--- src/rtl/writeback_stage_if.sv ---
// writeback_stage_if: MEM-side inputs, decode operand indices and register-file/bypass outputs of the WB stage.
interface writeback_stage_if;
    logic        mem_valid, mem_regwrite, mem_op2, mem_memtoreg;
    logic [3:0]  mem_rd1, mem_rd2;
    logic [15:0] mem_result1, mem_result2, mem_load_data;
    logic        stall, flush;
    logic [3:0]  id_rs1, id_rs2;
    logic [3:0]  WriteReg1, WriteReg2;
    logic [15:0] WriteData1, WriteData2;
    logic        RegWrite, WriteOP2, fwd1_hit, fwd2_hit, wb_conflict;
    logic [15:0] fwd1_data, fwd2_data, retire_count;
    modport master (
        output mem_valid, mem_regwrite, mem_op2, mem_memtoreg, mem_rd1, mem_rd2,
               mem_result1, mem_result2, mem_load_data, stall, flush, id_rs1, id_rs2,
        input  WriteReg1, WriteReg2, WriteData1, WriteData2, RegWrite, WriteOP2,
               fwd1_hit, fwd2_hit, fwd1_data, fwd2_data, wb_conflict, retire_count
    );
    modport slave (
        input  mem_valid, mem_regwrite, mem_op2, mem_memtoreg, mem_rd1, mem_rd2,
               mem_result1, mem_result2, mem_load_data, stall, flush, id_rs1, id_rs2,
        output WriteReg1, WriteReg2, WriteData1, WriteData2, RegWrite, WriteOP2,
               fwd1_hit, fwd2_hit, fwd1_data, fwd2_data, wb_conflict, retire_count
    );
endinterface

--- src/rtl/writeback_stage.sv ---
// writeback_stage: MEM/WB register driving the dual-port register file, WB->ID bypass and retire counter.
module writeback_stage (
    input logic              clk,
    input logic              rst,
    writeback_stage_if.slave wb
);
    logic        wb_valid, regwrite_q, op2_q, conflict_q;
    logic [3:0]  rd1_q, rd2_q;
    logic [15:0] data1_q, data2_q, retire_q;
    logic        dup, h1a, h1b, h2a, h2b;

    // A dual write to one index keeps only port 1
    assign dup = wb.mem_regwrite & (wb.mem_rd1 == wb.mem_rd2);

    always_ff @(posedge clk or negedge rst) begin
        if (!rst) begin
            wb_valid   <= 1'b0;
            regwrite_q <= 1'b0;
            op2_q      <= 1'b0;
            conflict_q <= 1'b0;
            rd1_q      <= '0;
            rd2_q      <= '0;
            data1_q    <= '0;
            data2_q    <= '0;
            retire_q   <= '0;
        end else begin
            if (wb_valid && !wb.stall) retire_q <= retire_q + 16'd1;
            if (wb.flush) begin
                wb_valid   <= 1'b0;
                regwrite_q <= 1'b0;
                op2_q      <= 1'b0;
                conflict_q <= 1'b0;
            end else if (wb.stall) begin
                conflict_q <= 1'b0;
            end else begin
                wb_valid   <= wb.mem_valid;
                regwrite_q <= wb.mem_valid & wb.mem_regwrite;
                op2_q      <= wb.mem_valid & wb.mem_op2 & ~dup;
                conflict_q <= wb.mem_valid & wb.mem_op2 & dup;
                rd1_q      <= wb.mem_rd1;
                rd2_q      <= wb.mem_rd2;
                data1_q    <= wb.mem_memtoreg ? wb.mem_load_data : wb.mem_result1;
                data2_q    <= wb.mem_result2;
            end
        end
    end

    assign wb.RegWrite     = regwrite_q;
    assign wb.WriteOP2     = op2_q;
    assign wb.WriteReg1    = rd1_q;
    assign wb.WriteReg2    = rd2_q;
    assign wb.WriteData1   = data1_q;
    assign wb.WriteData2   = data2_q;
    assign wb.wb_conflict  = conflict_q;
    assign wb.retire_count = retire_q;

    always_comb begin
        h1a          = regwrite_q & (rd1_q == wb.id_rs1);
        h1b          = op2_q & (rd2_q == wb.id_rs1);
        h2a          = regwrite_q & (rd1_q == wb.id_rs2);
        h2b          = op2_q & (rd2_q == wb.id_rs2);
        wb.fwd1_hit  = h1a | h1b;
        wb.fwd2_hit  = h2a | h2b;
        wb.fwd1_data = h1a ? data1_q : (h1b ? data2_q : 16'd0);
        wb.fwd2_data = h2a ? data1_q : (h2b ? data2_q : 16'd0);
    end
endmodule

--- src/flat_wrapper.sv ---
// flat-port wrapper written by rule: the top's interface ports become plain ports
module writeback_stage_flat 
  (clk, rst, wb_mem_valid, wb_mem_regwrite, wb_mem_op2, wb_mem_memtoreg, wb_mem_rd1, wb_mem_rd2, wb_mem_result1, wb_mem_result2, wb_mem_load_data, wb_stall, wb_flush, wb_id_rs1, wb_id_rs2, wb_WriteReg1, wb_WriteReg2, wb_WriteData1, wb_WriteData2, wb_RegWrite, wb_WriteOP2, wb_fwd1_hit, wb_fwd2_hit, wb_fwd1_data, wb_fwd2_data, wb_wb_conflict, wb_retire_count);
  writeback_stage_if wb_i ();
  input logic clk;
  input logic rst;
  input wire logic [$bits(wb_i.mem_valid)-1:0] wb_mem_valid;
  input wire logic [$bits(wb_i.mem_regwrite)-1:0] wb_mem_regwrite;
  input wire logic [$bits(wb_i.mem_op2)-1:0] wb_mem_op2;
  input wire logic [$bits(wb_i.mem_memtoreg)-1:0] wb_mem_memtoreg;
  input wire logic [$bits(wb_i.mem_rd1)-1:0] wb_mem_rd1;
  input wire logic [$bits(wb_i.mem_rd2)-1:0] wb_mem_rd2;
  input wire logic [$bits(wb_i.mem_result1)-1:0] wb_mem_result1;
  input wire logic [$bits(wb_i.mem_result2)-1:0] wb_mem_result2;
  input wire logic [$bits(wb_i.mem_load_data)-1:0] wb_mem_load_data;
  input wire logic [$bits(wb_i.stall)-1:0] wb_stall;
  input wire logic [$bits(wb_i.flush)-1:0] wb_flush;
  input wire logic [$bits(wb_i.id_rs1)-1:0] wb_id_rs1;
  input wire logic [$bits(wb_i.id_rs2)-1:0] wb_id_rs2;
  output wire logic [$bits(wb_i.WriteReg1)-1:0] wb_WriteReg1;
  output wire logic [$bits(wb_i.WriteReg2)-1:0] wb_WriteReg2;
  output wire logic [$bits(wb_i.WriteData1)-1:0] wb_WriteData1;
  output wire logic [$bits(wb_i.WriteData2)-1:0] wb_WriteData2;
  output wire logic [$bits(wb_i.RegWrite)-1:0] wb_RegWrite;
  output wire logic [$bits(wb_i.WriteOP2)-1:0] wb_WriteOP2;
  output wire logic [$bits(wb_i.fwd1_hit)-1:0] wb_fwd1_hit;
  output wire logic [$bits(wb_i.fwd2_hit)-1:0] wb_fwd2_hit;
  output wire logic [$bits(wb_i.fwd1_data)-1:0] wb_fwd1_data;
  output wire logic [$bits(wb_i.fwd2_data)-1:0] wb_fwd2_data;
  output wire logic [$bits(wb_i.wb_conflict)-1:0] wb_wb_conflict;
  output wire logic [$bits(wb_i.retire_count)-1:0] wb_retire_count;
  assign wb_i.mem_valid = wb_mem_valid;
  assign wb_i.mem_regwrite = wb_mem_regwrite;
  assign wb_i.mem_op2 = wb_mem_op2;
  assign wb_i.mem_memtoreg = wb_mem_memtoreg;
  assign wb_i.mem_rd1 = wb_mem_rd1;
  assign wb_i.mem_rd2 = wb_mem_rd2;
  assign wb_i.mem_result1 = wb_mem_result1;
  assign wb_i.mem_result2 = wb_mem_result2;
  assign wb_i.mem_load_data = wb_mem_load_data;
  assign wb_i.stall = wb_stall;
  assign wb_i.flush = wb_flush;
  assign wb_i.id_rs1 = wb_id_rs1;
  assign wb_i.id_rs2 = wb_id_rs2;
  assign wb_WriteReg1 = wb_i.WriteReg1;
  assign wb_WriteReg2 = wb_i.WriteReg2;
  assign wb_WriteData1 = wb_i.WriteData1;
  assign wb_WriteData2 = wb_i.WriteData2;
  assign wb_RegWrite = wb_i.RegWrite;
  assign wb_WriteOP2 = wb_i.WriteOP2;
  assign wb_fwd1_hit = wb_i.fwd1_hit;
  assign wb_fwd2_hit = wb_i.fwd2_hit;
  assign wb_fwd1_data = wb_i.fwd1_data;
  assign wb_fwd2_data = wb_i.fwd2_data;
  assign wb_wb_conflict = wb_i.wb_conflict;
  assign wb_retire_count = wb_i.retire_count;
  writeback_stage u_core (.clk(clk), .rst(rst), .wb(wb_i));
endmodule
--- config.mk ---
export PLATFORM = sky130hd
export DESIGN_NAME = writeback_stage_flat
export DESIGN_NICKNAME = d
export VERILOG_FILES = /design/src/rtl/writeback_stage_if.sv /design/src/rtl/writeback_stage.sv /design/src/flat_wrapper.sv
export SDC_FILE = /design/constraint.sdc
export NUM_CORES = 1
export LEC_CHECK = 0
export CORE_MARGIN = 2
export CORE_UTILIZATION = 37
export DETAILED_ROUTE_END_ITERATION = 8
export PLACE_DENSITY = 0.76
export SYNTH_ARGS = -nofsm -noshare
export SYNTH_HDL_FRONTEND = slang
export SYNTH_SLANG_ARGS = --single-unit
--- constraint.sdc ---
create_clock -name clk -period 1.9 [get_ports clk]
set_input_delay 0.38 -clock clk [delete_from_list [all_inputs] [get_ports clk]]
set_output_delay 0.38 -clock clk [all_outputs]
set_load 0.01 [all_outputs]
==> impl_results.md, run 1 <==
- Gr ovfl total: 0
- Unrepaired setup endpoints after global routing: true
- Final setup viols: 34
- Total net switching power: 1.25 mW
- Core area: 8810 µm²
- Max IR drop VDD: 0.561 mV
- Yosys warns: 0
- Initial Util: 0.386
- Final Worst Setup Slack: -0.619 ns
- IO Count: 165
- Most frequent cell after synthesis: dfrtp_1
- Synth cell types: 37
- Vias in the first global route: 3411
- Gate power share: 0.303
- H-Tree Depth: 3
- Net switching fraction of the power: 0.311
- Most frequent cells after synthesis: dfrtp_1 (60), nor2_1 (40), mux2_2 (39)
- Maximum number of pins on one net before global-route repair: 61
- Failing checks: setup timing
- Min-delay worst type: primary input to asynchronous set/reset pin
- Drt via density: 5.16
- Status: complete, but fails checks
- Drt first pass iters: 4
- Slew margin rel.: 0.732
- Layout cells sized above 1: 0.281
- Clk sinks: 60
- Max-cap viol count: 0
- Total nets after synthesis: 409
- Async S/R FF share, synth: 1.00
- Global Route Usage Sum: 0.228
- Final Routed Wirelength: 11.4 mm
- DP HPWL: 8.18 mm
- Worst-path maximum fanout: 5
- CTS tree: built
- Die footprint: 9960 µm²
- Final GP Congestion: 0.846
- Startpoint types: flop
- Clock power share: 0.280
- TritonCTS Buffers: 9
- Pins Over Slew Limit: 0
- Cts hold-fix bufs: 0
- Kind of critical path: flop to primary output
- Netlist Area Pre-Place: 3400 µm²
- Synth area leader: dfrtp_1
- P_int: 2.76 mW
- Mapped Cells: 336
- Rows: 34
- Die width: 99.8 µm
- Part of the power in registers: 0.417
- Tmin final: 2.52 ns
- Sequential-to-total area share from yosys stat: 0.442
- DR DRC count: 0
- Die Span Y: 99.8 µm
- Clock latency on the worst-skew pair: 0.33 ns
- Nets: 612
- CP required: 1.52 ns
- First-pass GRT wire length: 17.7 mm
- WL/cell: 17.4 µm
- 1st-iter DRT viols: 157
- Antenna Nets Post-Route: 0
- Yosys top cell area share: 0.442
- Crit share post-route: 1.33
- Worst slew pin tran: 0.398 ns
- Final core utilization: 0.662
- Post-Syn Area per Cell: 10.1 µm²
- Worst Path Arrival: 2.14 ns
- Setup_tns: -16.72 ns
- Clock Tree Buf Depth: 2
- Area contributors post-synth: dfrtp_1 (44%), mux2_2 (13%), xnor2_1 (4.9%)
- Synth Flop Type: dfrtp_1
- I/O Buffers: 164
- Number of synthesized flops with an enable pin: 0
- Clk pin slew, worst setup/hold paths: 0.07 ns
- # diodes: 0
- Area Overhead vs Synth: 71.5%
- F_max: 397 MHz
- PD cells: 688 nW/µm²
- P_leak: 2.62 nW
- Yosys reg bits: 60
- Clock skew: 0.00324 ns
- Detailed-route via count: 3363
- Initial antenna violation count: 0
- Worst Setup End Kind: primary output
- Fin. Hold Viols: 0
- CTS Root Cell: clkbuf_8
==> final cells by class <==
| type | instances | area [µm²] |
|---|---|---|
| fillers | 724 | 2980 |
| clock inverters | 7 | 66.3 |
| inverters | 20 | 75.1 |
| flip-flops and latches | 60 | 1500 |
| well taps | 108 | 135 |
| repair buffers | 210 | 2120 |
| multi-input cells | 238 | 1810 |
| clock buffers | 9 | 124 |
==> sequential cells by signal (all words and copies together), names as in the netlist <==
register                count
u_core.wb.WriteData2       16
u_core.wb.WriteOP2          1
u_core.wb.wb_conflict       1
u_core.wb.WriteData1       16
u_core.wb.WriteReg2         4
u_core.wb.retire_count     16
u_core.wb.WriteReg1         4
u_core.wb.RegWrite          1
u_core.wb_valid             1
==> final timing paths <==
path                                             from                          to  slack (ns)  depth (start not counted)
setup / recovery               u_core.wb.WriteReg2[0]             wb_fwd1_data[4]       -0.62                          9
setup reg to reg            u_core.wb.retire_count[0]  u_core.wb.retire_count[14]        0.27                          5
min in group clk           u_core.wb.retire_count[13]  u_core.wb.retire_count[13]        0.49                          1
hold reg to reg            u_core.wb.retire_count[13]  u_core.wb.retire_count[13]        0.49                          1
max in group asynchronous                         rst     u_core.wb.WriteData1[9]        1.59                          2
hold / removal                                    rst   u_core.wb.retire_count[5]        0.04                          2
==> metrics by stage <==
| step | std cells | setup WS, ns | hold WS [ns] | cell area [µm²] | power, mW |
|---|---|---|---|---|---|
| after global routing | 652 | -0.727 | 0.0584 | 5830 | 4.23 |
| after detailed placement | 621 | -0.975 | 0.414 | 5420 | 2.89 |
| final | 652 | -0.619 | 0.0400 | 5830 | 4.01 |
| after CTS | 650 | -0.700 | 0.0438 | 5770 | 4.04 |
| after global placement | 621 | -0.927 | 0.408 | 5420 | 2.85 |
| after floorplan | 336 | -0.0124 | 0.0844 | 3400 | 2.09 |
==> power by group through the flow <==
stage          registers (mW)  clock network (mW)  logic [mW]
3_5_place_dp             1.69                   0        1.20
2_1_floorplan            1.71                   0       0.381
6_report                 1.67                1.12        1.21
3_3_place_gp             1.68                   0        1.17
5_1_grt                  1.69                1.22        1.31
4_1_cts                  1.67                1.16        1.22
==> repair_timing <==
action                                  4_1_cts  5_1_grt
pin swaps                                     5       11
gates resized for setup                     176       19
cloned                                        3        0
buffers inserted                             10        6
endpoints found under the setup margin       35       35
==> worst max-delay path, cell delays in order, from the launching register on <==
cell       delay [ns]
dfrtp_1          0.37
inv_2            0.06
a222oi_1         0.37
nor4b_4          0.28
buf_4            0.18
clkbuf_16        0.13
buf_6            0.09
buf_6            0.10
a31o_4           0.14
buf_6            0.09
==> metal layers <==
layer	wire length, µm	vias up	global-route usage
met5	0	-	0
met4	222	0	0.0832
met3	841	20	0.0550
met2	5700	137	0.396
met1	4610	1618	0.277
li1	-	1588	-
==> cells in the final DEF, fill, tap and decap left out, types with 2 or more instances in the layout <==
master	n
buf_12	7
nand3_2	2
dfrtp_1	60
a31o_1	9
mux2i_1	16
nor2_1	39
clkinv_2	4
nor4_2	2
nand4_1	2
buf_2	12
nand2_1	8
inv_1	19
buf_4	28
a31o_4	7
a21oi_1	17
mux2_4	2
clkdlybuf4s50_1	122
nor3_1	17
buf_6	31
nand3_1	26
xor2_1	13
mux2_2	37
dlygate4sd2_1	5
xnor2_1	19
o21ai_0	3
dlymetal6s2s_1	2
clkbuf_8	9
nor2b_1	2
==> kinds of logic after synthesis <==
group,share of synthesized area
AO/OA/AOI/OAI,0.0844
XOR/XNOR,0.0825
multiplexers,0.176
buffers and inverters,0.0494
flip-flops,0.442
adder cells (fa/ha/maj),0.00368
AND/OR/NAND/NOR,0.162
No activity file was read; power rests on OpenSTA's default activity.
==> run 2: changes to the inputs <==
ABC_CLOCK_PERIOD_IN_PS = 1900   (was unset)
PLACE_DENSITY = unset   (was 0.76)
PLACE_DENSITY_LB_ADDON = 0.15   (was unset)
==> impl_results.md, run 2 (synthesized netlist as in run 1, its figures left out) <==
- Die footprint: 9960 µm² (unchanged)
- Pins Over Slew Limit: 0 (unchanged)
- PD cells: 690 nW/µm² (was 688 nW/µm²)
- Final Routed Wirelength: 11.4 mm (about the same)
- Max IR drop VDD: 0.429 mV (was 0.561 mV)
- Clock Tree Buf Depth: 2 (unchanged)
- Part of the power in registers: 0.406 (was 0.417)
- Antenna Nets Post-Route: 0 (unchanged)
- R2R cell count: 5 (unchanged)
- Clock latency on the worst-skew pair: 0.34 ns (was 0.33 ns)
- F_max: 403 MHz (was 397 MHz)
- Failing checks: setup timing (unchanged)
- I/O Buffers: 164 (unchanged)
- Status: complete, but fails checks (unchanged)
- Worst-path maximum fanout: 3 (was 5)
- Gr ovfl total: 0 (unchanged)
- H-Tree Depth: 3 (unchanged)
- DR DRC count: 0 (unchanged)
- Setup_tns: -14.61 ns (was -16.72 ns)
- Clk pin slew, worst setup/hold paths: 0.07 ns (about the same)
- Vias in the first global route: 3419 (was 3411)
- Clock power share: 0.287 (was 0.280)
- 1st-iter DRT viols: 94 (was 157)
- Final setup viols: 34 (unchanged)
- Final Worst Setup Slack: -0.581 ns (was -0.619 ns)
- CTS tree: built (unchanged)
- Initial antenna violation count: 0 (unchanged)
- Slew margin rel.: 0.718 (was 0.732)
- Crit path cell chain: inv_2 -> a222oi_1 -> nor4b_4 -> buf_4 -> clkbuf_16 -> buf_6 -> buf_6 -> a31o_4 -> buf_6 (unchanged)
- Critical Path Most Common Cell: buf_6 (unchanged)
- CP max stage delay: 0.37 ns (about the same)
- Initial Util: 0.386 (unchanged)
- Startpoint types: flop (unchanged)
- Critical path's slowest cell: dfrtp_1 (unchanged)
- P_int: 2.86 mW (was 2.76 mW)
- Total net switching power: 1.23 mW (was 1.25 mW)
- # diodes: 0 (unchanged)
- Most common cell after layout, fill and taps aside: clkdlybuf4s50_1 (unchanged)
- Die width: 99.8 µm (unchanged)
- Maximum number of pins on one net before global-route repair: 34 (was 61)
- Worst slew pin tran: 0.423 ns (was 0.398 ns)
- Kind of critical path: flop to primary output (unchanged)
- R2r setup slk: 0.34 ns (was 0.27 ns)
- Core area: 8810 µm² (unchanged)
- Final GP Congestion: 0.846 (unchanged)
- Final hold slack: 0.489 ns (was 0.0400 ns)
- Detailed-route via count: 3351 (was 3363)
- Nets: 619 (was 612)
- CTS Root Cell: clkbuf_8 (unchanged)
- Die Span Y: 99.8 µm (unchanged)
- Final core utilization: 0.673 (was 0.662)
- Clk sinks: 60 (unchanged)
- Terminus of the critical flop-to-flop path: u_core.wb.retire_count[14] (unchanged)
- Worst Setup SP: u_core.wb.WriteReg2[0] (unchanged)
- Tmin final: 2.48 ns (was 2.52 ns)
- Crit path capture: wb_fwd1_data[4] (unchanged)
- P_leak: 2.70 nW (was 2.62 nW)
- Global Route Usage Sum: 0.233 (was 0.228)
- Area Overhead vs Synth: 74.4% (was 71.5%)
- IO Count: 165 (unchanged)
- Worst r2r src: u_core.wb.retire_count[0] (unchanged)
- Worst Path Arrival: 2.10 ns (was 2.14 ns)
- Drt via density: 5.09 (was 5.16)
- WL/cell: 17.4 µm (about the same)
- TritonCTS Buffers: 9 (unchanged)
- Drt first pass iters: 4 (unchanged)
- Fin. Hold Viols: 0 (unchanged)
- DP HPWL: 8.24 mm (was 8.18 mm)
- Layout cells sized above 1: 0.296 (was 0.281)
- Net switching fraction of the power: 0.300 (was 0.311)
- CP required: 1.52 ns (about the same)
- Most frequent cells in the layout: clkdlybuf4s50_1 (119), dfrtp_1 (60), nor2_1 (39), mux2_2 (36), buf_6 (34) (was clkdlybuf4s50_1 (122), dfrtp_1 (60), nor2_1 (39), mux2_2 (37), buf_6 (31))
- Min-delay worst type: flop to flop (was primary input to asynchronous set/reset pin)
- Unrepaired setup endpoints after global routing: true (unchanged)
- Clock skew: 0.00605 ns (was 0.00324 ns)
- Post-placement cell area: 5470 µm² (was 5420 µm²)
- Setup slack at placement: -0.921 ns (was -0.975 ns)
- Rows: 34 (unchanged)
- Final instance area: 5920 µm² (was 5830 µm²)
- Crit share post-route: 1.31 (was 1.33)
- First-pass GRT wire length: 17.8 mm (was 17.7 mm)
- Max-cap viol count: 0 (unchanged)
- Worst Setup End Kind: primary output (unchanged)
- Gate power share: 0.307 (was 0.303)
==> run 2: cell count changes in the layout (fill, tap and decap cells not counted), moves of 3 or more <==
| cell | delta |
|---|---|
| xnor2_2 | +3 |
| buf_6 | +3 |
| buf_4 | +4 |
| xnor2_1 | -3 |
| clkdlybuf4s50_1 | -3 |
==> run 2: power groups by stage <==
| stage | Clock [mW] | Sequential, mW | Combinational [mW] |
|---|---|---|---|
| after floorplan | 0 | 1.71 | 0.381 |
| after global placement | 0 | 1.68 | 1.19 |
| after detailed placement | 0 | 1.68 | 1.21 |
| after CTS | 1.20 | 1.66 | 1.26 |
| after global routing | 1.25 | 1.69 | 1.35 |
| final | 1.17 | 1.66 | 1.26 |
==> run 2: worst min path at each step <==
stage                                    start                          to  slack [ns]  cells after the start
floorplan                                  rst          u_core.wb.RegWrite        0.08                      0
global placement                           rst     u_core.wb.WriteData2[9]        0.33                      1
detailed placement                         rst     u_core.wb.WriteData2[9]        0.33                      1
CTS                 u_core.wb.retire_count[15]  u_core.wb.retire_count[15]        0.49                      1
global route        u_core.wb.retire_count[15]  u_core.wb.retire_count[15]        0.50                      1
finish              u_core.wb.retire_count[15]  u_core.wb.retire_count[15]        0.49                      1
==> run 2: timing repair <==
action / in CTS / in global routing
pin swaps: 9 / 4
endpoints found under the setup margin: 35 / 37
hold buffers: 1 / 0
endpoints found under the hold margin: 15 / 0
resized for setup: 191 / 11
buffers inserted: 15 / 3
gates cloned: 3 / 0
==> run 2: final cells by class <==
cell class	count	area [µm²]
clock buffer	11	151
inverter	20	75.1
tap	108	135
fill	690	2880
timing repair buffer	217	2170
clock inverter	4	48.8
sequential	60	1500
multi-input combinational	238	1840
==> run 2: metrics by stage <==
step	cells	power, mW
after floorplan	336	2.09
after global placement	625	2.87
after detailed placement	625	2.89
after CTS	659	4.12
after global routing	658	4.29
final	658	4.09
==> run 2: per-layer routing <==
layer	GRT usage	vias to the layer above	wire length (µm)
li1	-	1594	-
met1	0.297	1621	4820
met2	0.396	121	5820
met3	0.0397	15	609
met4	0.0885	0	181
met5	0	-	0
==> run 2: critical path, delay by kind of cell, from the launching register on <==
family | cells | cell delay, ns
DFF | 1 | 0.37
and+or+nand+nor | 1 | 0.25
buffers and inverters | 6 | 0.66
AOI/OAI and AO/OA | 2 | 0.49
